==> src/rtl/serial_mod_detector_if.sv <==
// Purpose : bundles the serial-bit stream controls and the detector's registered status.
// Ports   : start/din_valid/din (stream in), rem/divisible/nonzero/bit_count (status out).
// Latency : status reflects the bit sampled on the previous rising edge; no backpressure, every valid bit is consumed.
interface serial_mod_detector_if #(
   parameter int RW      = 3,
   parameter int COUNT_W = 8
);
   logic               start;
   logic               din_valid;
   logic               din;
   logic [RW-1:0]      rem;
   logic               divisible;
   logic               nonzero;
   logic [COUNT_W-1:0] bit_count;

   modport master (
      output start, din_valid, din,
      input  rem, divisible, nonzero, bit_count
   );

   modport slave (
      input  start, din_valid, din,
      output rem, divisible, nonzero, bit_count
   );
endinterface

==> src/rtl/serial_mod_detector.sv <==
// Purpose : running remainder of a serial bit stream modulo DIVISOR (MSB- or LSB-first), with divisibility flag.
// Ports   : clk, reset (async, active-high), bus (slave: start/din_valid/din in; rem/divisible/nonzero/bit_count out).
// Latency : one cycle, a bit sampled on edge N shows after edge N; no backpressure, din is taken whenever din_valid is high.
module serial_mod_detector #(
   parameter int DIVISOR   = 5,
   parameter int LSB_FIRST = 0,
   parameter int COUNT_W   = 8
) (
   input  logic                 clk,
   input  logic                 reset,
   serial_mod_detector_if.slave bus
);
   localparam int RW = ($clog2(DIVISOR) > 1) ? $clog2(DIVISOR) : 1;

   localparam logic [RW:0]   DIV_C = (RW+1)'(DIVISOR);
   localparam logic [RW-1:0] W_ONE = RW'(1);

   logic [RW-1:0]      rem_q, rem_b, rem_n;
   logic [RW-1:0]      w_q, w_b, w_n;
   logic               nz_q, nz_b, nz_n;
   logic [COUNT_W-1:0] cnt_q, cnt_b, cnt_n;
   logic [RW:0]        t;
   logic [RW:0]        tw;

   // State registers
   always_ff @(posedge clk or posedge reset) begin
      if (reset) begin
         rem_q <= '0;
         w_q   <= W_ONE;
         nz_q  <= 1'b0;
         cnt_q <= '0;
      end else begin
         rem_q <= rem_n;
         w_q   <= w_n;
         nz_q  <= nz_n;
         cnt_q <= cnt_n;
      end
   end

   always_comb begin
      // start wipes the old stream first so a bit arriving with start is
      // treated as the first bit of the new stream.
      rem_b = bus.start ? '0 : rem_q;
      w_b   = bus.start ? W_ONE : w_q;
      nz_b  = bus.start ? 1'b0 : nz_q;
      cnt_b = bus.start ? '0 : cnt_q;

      rem_n = rem_b;
      w_n   = w_b;
      nz_n  = nz_b;
      cnt_n = cnt_b;
      t     = '0;
      tw    = '0;

      if (bus.din_valid) begin
         if (LSB_FIRST != 0) begin
            // Add the current bit's weight; both operands are < DIVISOR so
            // the sum is < 2*DIVISOR and one subtract reduces it.
            t   = {1'b0, rem_b} + (bus.din ? {1'b0, w_b} : '0);
            tw  = {w_b, 1'b0};
            w_n = (tw >= DIV_C) ? RW'(tw - DIV_C) : tw[RW-1:0];
         end else begin
            // 2*rem + din, formed by appending the bit.
            t = {rem_b, bus.din};
         end
         rem_n = (t >= DIV_C) ? RW'(t - DIV_C) : t[RW-1:0];
         nz_n  = nz_b | bus.din;
         cnt_n = (&cnt_b) ? cnt_b : cnt_b + COUNT_W'(1);
      end
   end

   assign bus.rem       = rem_q;
   assign bus.nonzero   = nz_q;
   assign bus.divisible = (rem_q == '0) & nz_q;
   assign bus.bit_count = cnt_q;
endmodule

==> src/flat_wrapper.sv <==
// flat-port wrapper written by rule: the top's interface ports become plain ports
module serial_mod_detector_flat 
#(
   parameter int DIVISOR   = 5,
   parameter int LSB_FIRST = 0,
   parameter int COUNT_W   = 8
)
  (clk, reset, bus_start, bus_din_valid, bus_din, bus_rem, bus_divisible, bus_nonzero, bus_bit_count);
  serial_mod_detector_if #(.RW(3), .COUNT_W(COUNT_W)) bus_i ();
  input  logic clk;
  input  logic reset;
  input wire logic [$bits(bus_i.start)-1:0] bus_start;
  input wire logic [$bits(bus_i.din_valid)-1:0] bus_din_valid;
  input wire logic [$bits(bus_i.din)-1:0] bus_din;
  output wire logic [$bits(bus_i.rem)-1:0] bus_rem;
  output wire logic [$bits(bus_i.divisible)-1:0] bus_divisible;
  output wire logic [$bits(bus_i.nonzero)-1:0] bus_nonzero;
  output wire logic [$bits(bus_i.bit_count)-1:0] bus_bit_count;
  assign bus_i.start = bus_start;
  assign bus_i.din_valid = bus_din_valid;
  assign bus_i.din = bus_din;
  assign bus_rem = bus_i.rem;
  assign bus_divisible = bus_i.divisible;
  assign bus_nonzero = bus_i.nonzero;
  assign bus_bit_count = bus_i.bit_count;
  serial_mod_detector #(.DIVISOR(DIVISOR), .LSB_FIRST(LSB_FIRST), .COUNT_W(COUNT_W)) u_core (.clk(clk), .reset(reset), .bus(bus_i));
endmodule
==> config.mk <==
export PLATFORM = sky130hd
export DESIGN_NAME = serial_mod_detector_flat
export DESIGN_NICKNAME = d
export VERILOG_FILES = /design/src/rtl/serial_mod_detector_if.sv /design/src/rtl/serial_mod_detector.sv /design/src/flat_wrapper.sv
export SDC_FILE = /design/constraint.sdc
export NUM_CORES = 1
export LEC_CHECK = 0
export CAP_MARGIN = 20
export CORE_MARGIN = 2
export CORE_UTILIZATION = 45
export CTS_CLUSTER_SIZE = 10
export DETAILED_ROUTE_END_ITERATION = 16
export PLACE_DENSITY_LB_ADDON = 0.3
export SLEW_MARGIN = 10
export SYNTH_ARGS = -nofsm -noshare
export SYNTH_HDL_FRONTEND = slang
export SYNTH_SLANG_ARGS = --single-unit
==> constraint.sdc <==
create_clock -name clk -period 2 [get_ports clk]
set_input_delay 0.3 -clock clk [delete_from_list [all_inputs] [get_ports clk]]
set_output_delay 0.3 -clock clk [all_outputs]
set_load 0.005 [all_outputs]
==> flow_summary.json <==
{
  "status": "complete, no violations",
  "grt_pass1_wl_mm": 2.31,
  "pin_count": 18,
  "clock-skew-final_ps": 0.586,
  "cp_data_arrival_time_ps": 1510,
  "dr.pass1.iters": 4,
  "pwr-share-seq": 0.534,
  "r2r-end": "u_core.bus.rem[0]$_DFF_PP0_",
  "synth.distinct_cells": 26,
  "path_max_fanout": 5,
  "worstReg2RegStart": "u_core.bus.rem[0]$_DFF_PP0_",
  "critPathSlowestCell": "clkdlybuf4s50_1",
  "p_int_mw": 0.379,
  "yosys-top-cells-area": "dfrtp_1 (48%), a21oi_1 (4.0%), ha_1 (4.0%), nand3_1 (4.0%), nand2_1 (3.6%)",
  "num_rows": 13,
  "vias": 583,
  "leakagePower_nw": 0.365,
  "routedWlPerCell_um": 12.5,
  "drv_cap": 0,
  "p_comb_frac": 0.188,
  "final_max_slew_viol_count": 0,
  "fmax_mhz": 552,
  "final_antenna_net_count": 0,
  "area_growth_pct": 39.2,
  "insertion_delay_ps": 260,
  "cts_made_buffers": 3,
  "finalHoldViolations": 0,
  "syn_inst": 67,
  "grt_usage": 0.166,
  "fin_nets": 100,
  "path_delay_family": "buffers and inverters",
  "synth_top_cell_area_share": 0.475,
  "synth_seq_cells": 12,
  "antenna_cells": 0,
  "clock_path_buffers": 2,
  "cts_root_buf": "clkbuf_4",
  "synth_top_cell_by_area": "dfrtp_1",
  "drtIter0Drc": 17,
  "maxSlewHeadroom": 0.698,
  "drc": 0,
  "powerDensity_nw_per_um2": 571,
  "place.gp.congestion": 0.798,
  "p_switching_mw": 0.123,
  "syn-num-nets": 74,
  "drive_gt1_frac": 0.154,
  "crit_path_end_kind": "output pin",
  "clockPowerShare": 0.278,
  "post_cts_buffers": 0,
  "syn_area_per_cell_um2": 9.43,
  "finalSetupViolCount": 0,
  "rsz0062_at_grt": "false",
  "die_h_um": 41.5,
  "fin_area_um2": 880,
  "cp_slowest_stage_delay_ps": 540,
  "worst-setup-path-type": "reg2out",
  "period_minus_slack_ps": 1810,
  "hpwl_mm": 1.01,
  "via_per_inst": 5.50,
  "cts-htree-levels": 1,
  "cts_tree": "built",
  "hp-class": "in2async",
  "clkSinkCount": 12,
  "ir_drop_mv": 0.323,
  "overflow": 0,
  "reg2reg_slack_ps": 290,
  "ys_warn_count": 0,
  "die_x_um": 41.5,
  "fp.coreArea_um2": 1300,
  "dieArea_um2": 1720,
  "switching_share": 0.244,
  "start_util": 0.486,
  "worst_slew_pin_slew_ps": 452,
  "min_period_over_period": 0.906,
  "clk_pin_slew_ps": 70,
  "cp_cell_sequence": "nor4_1 > clkdlybuf4s50_1",
  "crit_cells": 2,
  "yosysSeqAreaShare": 0.475,
  "place_area_um2": 857,
  "grt_max_degree": 13,
  "finalCoreUtilization": 0.676,
  "antenna_found_initial": 0,
  "post_cts_resized": 0,
  "io_buffer_count": 17,
  "wirelength_mm": 1.32,
  "path_buf_inv": 1,
  "synth_area_um2": 632,
  "r2r_cells": 6,
  "grt_pass1_vias": 547,
  "ctsHoldBuffers": 0,
  "startpoint_type": "flip-flop",
  "worstPathRequired_ps": 1700,
  "setup_tns_ps": 0
}
## placed cells by master (no fill, tap or decap)
cell type / count
nor2_1: 6
a21oi_1: 5
nand2b_1: 3
and3_1: 1
nor2b_1: 1
dfrtp_1: 12
a31oi_1: 2
and3_4: 1
a211oi_1: 2
buf_4: 6
o21a_1: 1
nor4_1: 1
nand3_1: 5
nand4b_1: 1
or4b_2: 2
a211oi_2: 1
o21ai_0: 3
clkbuf_4: 3
o211ai_1: 1
ha_1: 2
inv_1: 3
xnor2_1: 1
nor3_1: 3
or3_4: 1
and3b_1: 1
clkdlybuf4s50_1: 17
nand2_1: 6
## cells by family (layout without fill, tap and decap cells)
group                      after synthesis  in the layout  share of synthesized area
DFF                                     12             12                      0.475
AOI/OAI and AO/OA                       15             15                      0.150
xor gates and xnor gates                 1              1                     0.0139
buffers and inverters                    5             29                     0.0317
and+or+nand+nor                         32             32                      0.289
adders and majority gates                2              2                     0.0396
## cells in the mapped netlist
master	instances
dfrtp_1	12
nand2_1	6
nor2_1	6
a21oi_1	5
nand3_1	5
inv_1	3
nand2b_1	3
nor3_1	3
o21ai_0	3
a211oi_1	2
a31oi_1	2
ha_1	2
or4b_2	2
a211oi_2	1
and3_1	1
and3_4	1
and3b_1	1
buf_2	1
clkbuf_1	1
nand4b_1	1
nor2b_1	1
nor4_1	1
o211ai_1	1
o21a_1	1
or3_4	1
xnor2_1	1
## registers in the layout, summed over array words and instances, names as in the netlist
name / cells
u_core.bus.rem: 3
u_core.bus.nonzero: 1
u_core.bus.bit_count: 8
## worst max-delay path by stage
stage                                        to                         from  slack (ps)
CTS                               bus_divisible  u_core.bus.rem[0]$_DFF_PP0_         170
global route        u_core.bus.rem[0]$_DFF_PP0_                    bus_start         110
finish                            bus_divisible  u_core.bus.rem[0]$_DFF_PP0_         190
detailed placement  u_core.bus.rem[0]$_DFF_PP0_                    bus_start         -70
global placement    u_core.bus.rem[0]$_DFF_PP0_                    bus_start         -10
floorplan           u_core.bus.rem[0]$_DFF_PP0_                    bus_start         190
## power by group through the flow
stage / Combinational (mW) / Clock, mW / Sequential (mW)
finish: 0.0945 / 0.140 / 0.268
global route: 0.104 / 0.153 / 0.271
CTS: 0.0957 / 0.145 / 0.268
detailed placement: 0.0954 / 0 / 0.273
global placement: 0.0929 / 0 / 0.273
floorplan: 0.0384 / 0 / 0.272
## metrics by stage
stage	instances	power [mW]	hold WS [ps]	setup WS [ps]
after floorplan	67	0.310	165	194
after global placement	103	0.366	528	-13.0
after detailed placement	103	0.368	531	-68.2
after CTS	106	0.509	361	173
after global routing	106	0.528	409	107
final	106	0.502	343	187
## layout make-up
class	instances	area, µm²
Timing Repair Buffer	23	215
Sequential cell	12	300
Clock buffer	3	22.5
Inverter	3	11.3
Fill cell	118	422
Tap cell	15	18.8
Multi-Input combinational cell	50	312
## metal layers
metal | up-vias | part of all wire | GRT usage
met5 | - | 0 | 0
li1 | 287 | - | -
met4 | 0 | 0 | 0.0387
met3 | 0 | 0.041 | 0.0261
met2 | 15 | 0.48 | 0.263
met1 | 281 | 0.48 | 0.240
No activity file was read; power rests on OpenSTA's default activity.
